[src/rtl/ex_hazard_alu.sv]
// Execute-stage core: operand forwarding, load-use/branch hazard control and the ALU.
// All outputs are combinational except the registered {N,Z,C,V} status flags.
module ex_hazard_alu #(
  parameter int W  = 32,
  parameter int RW = 4
) (
  input  logic          clock,
  input  logic          reset,
  input  logic [4:0]    alu_op,
  input  logic          alu_src,
  input  logic [W-1:0]  id_ex_data_a,
  input  logic [W-1:0]  id_ex_data_b,
  input  logic [W-1:0]  imm,
  input  logic [RW-1:0] id_ex_ra,
  input  logic [RW-1:0] id_ex_rb,
  input  logic          ex_mem_reg_write,
  input  logic [RW-1:0] ex_mem_rd,
  input  logic [W-1:0]  ex_mem_alu,
  input  logic          mem_wb_reg_write,
  input  logic [RW-1:0] mem_wb_rd,
  input  logic [W-1:0]  wb_data,
  input  logic          id_ex_mem_read,
  input  logic [RW-1:0] id_ex_rd,
  input  logic [RW-1:0] if_id_ra,
  input  logic [RW-1:0] if_id_rb,
  input  logic          branch_taken,
  output logic [1:0]    forward_a,
  output logic [1:0]    forward_b,
  output logic [W-1:0]  alu_out,
  output logic          zero,
  output logic          enable_pc,
  output logic          bubble_sel,
  output logic [3:0]    flags_q
);

  localparam int SW = $clog2(W);

  localparam logic [1:0] FWD_IDEX  = 2'b00;
  localparam logic [1:0] FWD_WB    = 2'b01;
  localparam logic [1:0] FWD_EXMEM = 2'b10;

  localparam logic [4:0] OP_ADD  = 5'b00000;
  localparam logic [4:0] OP_SUB  = 5'b00001;
  localparam logic [4:0] OP_AND  = 5'b00010;
  localparam logic [4:0] OP_OR   = 5'b00011;
  localparam logic [4:0] OP_XOR  = 5'b00100;
  localparam logic [4:0] OP_NOT  = 5'b00101;
  localparam logic [4:0] OP_SLL  = 5'b00110;
  localparam logic [4:0] OP_SRL  = 5'b00111;
  localparam logic [4:0] OP_SRA  = 5'b01000;
  localparam logic [4:0] OP_SLT  = 5'b01001;
  localparam logic [4:0] OP_SLTU = 5'b01010;
  localparam logic [4:0] OP_PASB = 5'b01011;
  localparam logic [4:0] OP_PASA = 5'b01100;
  localparam logic [4:0] OP_INC  = 5'b01101;
  localparam logic [4:0] OP_DEC  = 5'b01110;
  localparam logic [4:0] OP_JMP  = 5'b01111;

  logic [W-1:0]  op_a;
  logic [W-1:0]  fwd_b_val;
  logic [W-1:0]  op_b;
  logic [SW-1:0] shamt;
  logic [W-1:0]  add_rhs;
  logic          add_cin;
  logic [W:0]    add_res;
  logic          arith_op;
  logic          flag_n;
  logic          flag_c;
  logic          flag_v;
  logic          load_use;
  logic [3:0]    flags_d;

  // ex_mem is the younger producer, so it outranks mem_wb
  always_comb begin
    forward_a = FWD_IDEX;
    if (ex_mem_reg_write && (ex_mem_rd == id_ex_ra))
      forward_a = FWD_EXMEM;
    else if (mem_wb_reg_write && (mem_wb_rd == id_ex_ra))
      forward_a = FWD_WB;

    forward_b = FWD_IDEX;
    if (!alu_src) begin
      if (ex_mem_reg_write && (ex_mem_rd == id_ex_rb))
        forward_b = FWD_EXMEM;
      else if (mem_wb_reg_write && (mem_wb_rd == id_ex_rb))
        forward_b = FWD_WB;
    end
  end

  always_comb begin
    case (forward_a)
      FWD_EXMEM: op_a = ex_mem_alu;
      FWD_WB:    op_a = wb_data;
      default:   op_a = id_ex_data_a;
    endcase

    case (forward_b)
      FWD_EXMEM: fwd_b_val = ex_mem_alu;
      FWD_WB:    fwd_b_val = wb_data;
      default:   fwd_b_val = id_ex_data_b;
    endcase

    op_b  = alu_src ? imm : fwd_b_val;
    shamt = op_b[SW-1:0];
  end

  // One shared adder: SUB/DEC add the complement plus one, so carry-out is no-borrow
  always_comb begin
    add_rhs  = op_b;
    add_cin  = 1'b0;
    arith_op = 1'b1;
    case (alu_op)
      OP_ADD: begin
        add_rhs = op_b;
        add_cin = 1'b0;
      end
      OP_SUB: begin
        add_rhs = ~op_b;
        add_cin = 1'b1;
      end
      OP_INC: begin
        add_rhs = '0;
        add_cin = 1'b1;
      end
      OP_DEC: begin
        add_rhs = ~({{(W-1){1'b0}}, 1'b1});
        add_cin = 1'b1;
      end
      default: arith_op = 1'b0;
    endcase
    add_res = {1'b0, op_a} + {1'b0, add_rhs} + {{W{1'b0}}, add_cin};
  end

  always_comb begin
    alu_out = '0;
    case (alu_op)
      OP_ADD, OP_SUB, OP_INC, OP_DEC: alu_out = add_res[W-1:0];
      OP_AND:  alu_out = op_a & op_b;
      OP_OR:   alu_out = op_a | op_b;
      OP_XOR:  alu_out = op_a ^ op_b;
      OP_NOT:  alu_out = ~op_a;
      OP_SLL:  alu_out = op_a << shamt;
      OP_SRL:  alu_out = op_a >> shamt;
      OP_SRA:  alu_out = $signed(op_a) >>> shamt;
      OP_SLT:  alu_out = {{(W-1){1'b0}}, ($signed(op_a) < $signed(op_b))};
      OP_SLTU: alu_out = {{(W-1){1'b0}}, (op_a < op_b)};
      OP_PASB: alu_out = op_b;
      OP_PASA: alu_out = op_a;
      OP_JMP:  alu_out = op_a;
      default: alu_out = '0;
    endcase

    zero = (alu_out == '0) || (alu_op == OP_JMP);
  end

  always_comb begin
    flag_n  = alu_out[W-1];
    flag_c  = arith_op & add_res[W];
    flag_v  = arith_op & (op_a[W-1] == add_rhs[W-1]) & (add_res[W-1] != op_a[W-1]);
    flags_d = {flag_n, zero, flag_c, flag_v};
  end

  // A taken branch flushes the stalled instruction anyway, so it overrides the stall
  always_comb begin
    load_use   = id_ex_mem_read && ((id_ex_rd == if_id_ra) || (id_ex_rd == if_id_rb));
    enable_pc  = branch_taken || !load_use;
    bubble_sel = branch_taken || load_use;
  end

  always_ff @(posedge clock) begin
    if (reset)
      flags_q <= 4'b0000;
    else
      flags_q <= flags_d;
  end

endmodule

[config.mk]
export PLATFORM = sky130hd
export DESIGN_NAME = ex_hazard_alu
export DESIGN_NICKNAME = d
export VERILOG_FILES = /design/src/rtl/ex_hazard_alu.sv
export SDC_FILE = /design/constraint.sdc
export NUM_CORES = 1
export LEC_CHECK = 0
export ABC_AREA = 1
export BUFFER_PORTS_ARGS = -buffer_cell sky130_fd_sc_hd__buf_4
export CELL_PAD_IN_SITES_DETAIL_PLACEMENT = 1
export CELL_PAD_IN_SITES_GLOBAL_PLACEMENT = 2
export CORE_MARGIN = 5
export CORE_UTILIZATION = 28
export DETAILED_ROUTE_END_ITERATION = 8
export PLACE_DENSITY = 0.9
export REMOVE_ABC_BUFFERS = 1
export SYNTH_ARGS = -nofsm -noshare
export SYNTH_HDL_FRONTEND = slang
export SYNTH_SLANG_ARGS = --single-unit
[constraint.sdc]
create_clock -name clock -period 9.95 [get_ports clock]
set_clock_uncertainty 0.15 [all_clocks]
set_input_delay 1.99 -clock clock [delete_from_list [all_inputs] [get_ports clock]]
set_output_delay 1.99 -clock clock [all_outputs]
set_load 0.03 [all_outputs]
== After elaboration in Yosys (flattened, before gate mapping) ==
Cells that the tools add are included.
Widths: inputs -> output; s select.

* Register bits after elaboration: 4
* Input port bits: 200
* Output and inout bits: 43
* Word-level logic and storage cells: 70

* $add $sub $neg: 2
* $lt $le $gt $ge: 2
* Equal/unequal tests: 27
* Shift operators: 3
* Muxes and demuxes: 12
* Bitwise operators: 8
* Reduce and logical (&&, ||, !) cells: 15

{| class="wikitable"
|+ Operators by type and width
! kind !! number
|-
| $pmux 32 s12 || 1
|-
| $pmux 32 s2 || 2
|-
| $pmux 32 s3 || 1
|-
| $lt 32x32->1 || 2
|-
| $not 32->32 || 2
|-
| $eq 5x4->1 const B || 8
|-
| $add 32x32->33 || 1
|-
| $add 33x1->33 || 1
|-
| $and 32x32->32 || 1
|-
| $logic_not 32->1 || 1
|-
| $mux 32 || 1
|-
| $or 32x32->32 || 1
|-
| $shl 32x5->32 || 1
|-
| $shr 32x5->32 || 1
|-
| $sshr 32x5->32 || 1
|-
| $xor 32x32->32 || 1
|-
| $eq 4x4->1 || 6
|-
| $eq 5x3->1 const B || 4
|-
| $eq 5x2->1 const B || 2
|-
| $mux 2 || 3
|-
| $eq 5x1->1 const B || 1
|-
| $logic_and 1x1->1 || 5
|-
| $logic_not 5->1 || 1
|-
| $eq 2x1->1 const B || 2
|-
| 10 further kinds || 19
|}

== Depth between registers and ports, before layout ==
* Depth after elaboration: 15
* Depth in mapped cells: 40
* Depth with buffers taken out: 39

== Worst setup path before layout ==
Ideal clock, no wire load.

* Path kind: input to output
* From: input port alu_src
* To: output port zero
* Arrival time: 7.156 ns
* Required time: 7.810 ns
* Slack: 0.654 ns
* Cell stages on the path: 34
* Buffers on the path: 5
* Cell sequence: buf_2 > buf_2 > buf_1 > nor2_1 > inv_1 > ha_1 > inv_2 > nand3_1 > o211ai_1 > nand2_1 > buf_6 > buf_2 > nand2_1 > o21ai_0 > fa_1 > fa_1 > nand2_1 > o21ai_0 > a21oi_1 > inv_1 > a21oi_1 > o21bai_1 > or2_2 > a21oi_1 > nand2_1 > inv_1 > nand2_1 > nor2_2 > nand2_1 > nor2_1 > nand2_1 > nor2_1 > nand2_1 > nand2_1

* Word-level cells in the longest chain between the ends: 11
* Elaborated cells between the ends (all ways): 20
* Classes of those cells: add/sub: 2; order compare: 2; eq/ne: 2; shift: 3; mux: 5; bitwise: 4; reduce/logical: 2

{| class="wikitable"
|+ RTL lines
! what !! RTL line !! text
|-
| from (decl) || 10 || <nowiki>input logic alu_src,</nowiki>
|-
| $mux 2 * || 82 || <nowiki>if (!alu_src) begin</nowiki>
|-
| named net forward_b[1] || 28 || <nowiki>output logic [1:0] forward_b,</nowiki>
|-
| $eq 2x1->1 / $eq 2x2->1 (equally long branches) || 97 || <nowiki>case (forward_b)</nowiki>
|-
| $pmux 32 s2 * || 97 ||
|-
| $mux 32 * || 103 || <nowiki>op_b = alu_src ? imm : fwd_b_val;</nowiki>
|-
| $not 32->32 || 118 || <nowiki>add_rhs = ~op_b;</nowiki>
|-
| $pmux 32 s3 || 112 || <nowiki>case (alu_op)</nowiki>
|-
| $add 32x32->33 || 131 || <nowiki>add_res = {1'b0, op_a} + {1'b0, add_rhs} + {{W{1'b0}}, add_cin};</nowiki>
|-
| $add 33x1->33 || 131 ||
|-
| $pmux 32 s12 * || 136 || <nowiki>case (alu_op)</nowiki>
|-
| $logic_not 32->1 * || 153 || <nowiki>zero = (alu_out == '0) || (alu_op == OP_JMP);</nowiki>
|-
| $logic_or 1x1->1 * || 153 ||
|-
| to (decl) || 30 || <nowiki>output logic zero,</nowiki>
|}

Mark *: on every way through the listed nets, which the timed path passes. The rest lies on a longest branch.

== Final worst setup path ==
* From: input port ex_mem_rd[0]
* To: output port zero

* Word-level cells in the longest chain between the ends: 14
* Elaborated cells between the ends (all ways): 30
* Classes of those cells: add/sub: 2; order compare: 2; eq/ne: 6; shift: 3; mux: 8; bitwise: 5; reduce/logical: 4

{| class="wikitable"
|+ RTL lines
! what !! RTL line !! text
|-
| from (decl) || 17 || <nowiki>input logic [RW-1:0] ex_mem_rd,</nowiki>
|-
| $eq 4x4->1 || 83 || <nowiki>if (ex_mem_reg_write && (ex_mem_rd == id_ex_rb))</nowiki>
|-
| $logic_and 1x1->1 || 83 ||
|-
| $mux 2 || 83 ||
|-
| $mux 2 || 82 ||
|-
| $eq 2x1->1 / $eq 2x2->1 (equally long branches) || 97 ||
|-
| $pmux 32 s2 || 97 ||
|-
| $mux 32 || 103 ||
|-
| $not 32->32 || 118 ||
|-
| $pmux 32 s3 || 112 ||
|-
| $add 32x32->33 || 131 ||
|-
| $add 33x1->33 || 131 ||
|-
| $pmux 32 s12 * || 136 ||
|-
| $logic_not 32->1 * || 153 ||
|-
| $logic_or 1x1->1 * || 153 ||
|}

Every way passes the cells marked *; elsewhere a longest branch is shown, timed or not.

==> qor.csv <==
metric;value;unit
status;finished clean;
P&R area growth vs syn;21.1;%
HPWL Detailed;58.4;mm
Antenna diodes;0;
Tot GR Track Use;29.0;%
Max-Cap Viols;0;
critical path's slowest cell;o211ai_1;
CP Data Required Time;7.81;ns
internal power;0.000422;W
Worst EP arrival;7.31;ns
vias in the first global route;17400;
fmax;0.106;GHz
Top reg by flops;flags_q;
CP max stage delay;0.44;ns
Clk pwr share;5.4;%
#FFs+latches synth;4;
Post-Place Setup Slack;0.0758;ns
Syn. warnings;0;
P_leak;7.99;nW
cell area power density;79.4;mW/mm2
Logic pwr share;93.1;%
wire length of the first global-routing pass;108;mm
final cell count without fillers;3099;
fin area;0.0148;mm2
CTS tree;yes;
Cell Area, Synth;0.0122;mm2
synth unique cells;52;
CP endpoint kind;primary output;
Post-synth EDFFs;0;
die width;219;um
die area;0.0478;mm2
I/O pin cnt;243;
worst-case clock buffer depth;2;
Avg Cell Area, Syn;5.24;um2
fin worst setup slack;0.497;ns
initial antenna violation count;1;
Async SR Flop Fraction;0;%
main flop type after synthesis;dfxtp_1;
largest net degree at the start of global routing;71;
Max transition margin;26.7;%
Final Hold Vio Count;0;
Die H;219;um
DR pass1 iterations;5;
WL per Instance;23.4;um
CTS Buf Count;3;
Sequential Power Share;1.4;%
htree depth;1;
Top Registers;flags_q (4);
placed cell count;3094;
post-layout minimum cycle time;9.45;ns
total number of vias;17100;
WHS;1.80;ns
most area-hungry cell type in the Yosys netlist;nand2_1;
Hold EP;flags_q[2];
CTS clk-pin slew, worst paths;0.03;ns
Worst Tran Pin Value;1.10;ns
Hold Path Origin;reset;
CORE AREA;0.0431;mm2
placed inst area;0.0146;mm2
Mapped Cells;2327;
Final Util;34.3;%
max FFs per register;4;
Root Driver;clkbuf_16;
CTS Hold Bufs;0;
DRC;0;
Max Fanout on Critical Path;18;
ANT nets after route;0;
sw frac;64.0;%
Max VDD drop;0.0754;mV
top cells by area, synth;nand2_1 20%, nand3_1 15%, ha_1 13%;
Critical Path Source Type;input port;
DRC violation total after the first TritonRoute iteration;1437;
initial core utilization;28.3;%
Max Slew Vio Count;0;
Seq/Total Area, Yosys;0.657;%
Final Routed Wirelength;72.4;mm
vias per cell;5.52;
CTS sink cnt;4;
CP Class;input port to primary output;
grt ovf;0;
sw power;0.000751;W
layout cells sized above 1;16.6;%
final RePlAce weighted congestion;0.972;
top-area cell type share of the netlist area;19.5;%
WHS Path Cells;2;
PortBufs;242;
Final nets;2848;
row count;76;
Final Setup Violations;0;
final worst-path cycle share;95.0;%
HP Class;input port to flop;
==> per-stage QoR <==
stage               TNS (ns)  power (W)
finish                     0    0.00117
global placement           0    0.00106
CTS                        0    0.00115
floorplan             -0.401   0.000663
global route         -0.0465    0.00128
detailed placement         0    0.00108
==> power groups by stage <==
stage / Combinational, W / Clock [W] / Sequential (W)
6_report: 0.00109 / 0.0000639 / 0.0000169
5_1_grt: 0.00119 / 0.0000657 / 0.0000169
4_1_cts: 0.00107 / 0.0000653 / 0.0000169
3_5_place_dp: 0.00106 / 0 / 0.0000171
3_3_place_gp: 0.00105 / 0 / 0.0000171
2_1_floorplan: 0.000645 / 0 / 0.0000183
==> routing by layer <==
layer	global-route usage, %	vias up	share of wire [%]
met5	0	-	0
met4	9.55	0	4.0
met3	3.52	104	6.8
met2	47.5	649	45
met1	39.5	8243	44
li1	-	8118	-
==> worst max-delay path by stage <==
stage                      start  slack [ns]    to  depth (start not counted)
floorplan           ex_mem_rd[0]       -0.39  zero                         29
global placement    mem_wb_rd[0]        0.28  zero                         35
global route        mem_wb_rd[0]       -0.05  zero                         37
detailed placement  mem_wb_rd[0]        0.08  zero                         35
CTS                 mem_wb_rd[0]        0.07  zero                         35
finish              ex_mem_rd[0]        0.50  zero                         35
==> synthesized netlist by cell type, types with 3 or more instances <==
master,number
nand2_1,635
nand3_1,364
inv_1,287
nor2_1,186
a21oi_1,147
ha_1,130
o21ai_0,125
nand3_2,49
clkbuf_1,47
buf_2,39
o211ai_1,28
o22ai_1,27
nand3b_1,24
nand4_1,22
and2_1,21
o221ai_1,15
nor3_1,14
o2111ai_1,14
buf_1,12
buf_6,12
xor2_1,12
inv_2,8
nor4_1,8
or2_2,8
a211oi_1,7
nand2_2,7
nor2_2,7
a21oi_2,6
a221oi_1,6
o21ai_1,6
xnor2_1,6
buf_4,5
o21bai_1,5
a21o_1,4
clkbuf_8,4
dfxtp_1,4
o31ai_1,4
clkinv_1,3
==> worst max-delay path, delay by kind of cell <==
kind / cells / cell delay [ns]
xor gates and xnor gates: 1 / 0.16
and+or+nand+nor: 14 / 1.66
AOI/OAI and AO/OA: 10 / 1.85
adders and majority gates: 2 / 0.74
buffers and inverters: 8 / 0.91
==> cells by family after synthesis <==
kind of cell               Yosys count  share of synthesized area, %
buffers and inverters              418                          14.5
DFF                                  4                         0.657
adders and majority gates          132                          13.7
xor gates and xnor gates            18                          1.29
AOI/OAI and AO/OA                  407                          19.6
and+or+nand+nor                   1348                          50.3
==> cells in the final DEF, fill, tap and decap left out, types with 5 or more instances in the layout <==
cell type,synthesis,final
nand2_1,635,633
nand4_1,22,22
a21oi_2,6,13
or2_2,8,8
o21ai_0,125,123
nand3_2,49,50
nor4_1,8,8
a221oi_1,6,6
and2_1,21,18
xnor2_1,6,6
a211oi_1,7,7
xor2_1,12,12
nand3_1,364,363
nor2_1,186,181
o2111ai_1,14,14
o22ai_1,27,27
nor3_1,14,13
o21ai_1,6,7
inv_2,8,7
o21bai_1,5,5
buf_4,5,299
ha_1,130,129
a21oi_1,147,140
nor2_2,7,11
nand3b_1,24,24
nand2_2,7,9
inv_1,287,287
o211ai_1,28,28
o221ai_1,15,15
==> cell type report <==
class                   instances  area, um2
fillers                      5967      28300
multi-input cells            1905      10400
repair buffers                303       2330
inverters                     299       1130
well taps                     585        732
flip-flops and latches          4       80.1
clock buffers                   3       75.1
==> repair_timing <==
item                       4_1_cts  5_1_grt
setup endpoints to repair        0        1
gates resized for setup          0       19
buffers inserted                 0        1
No activity file was read; power rests on OpenSTA's default activity.
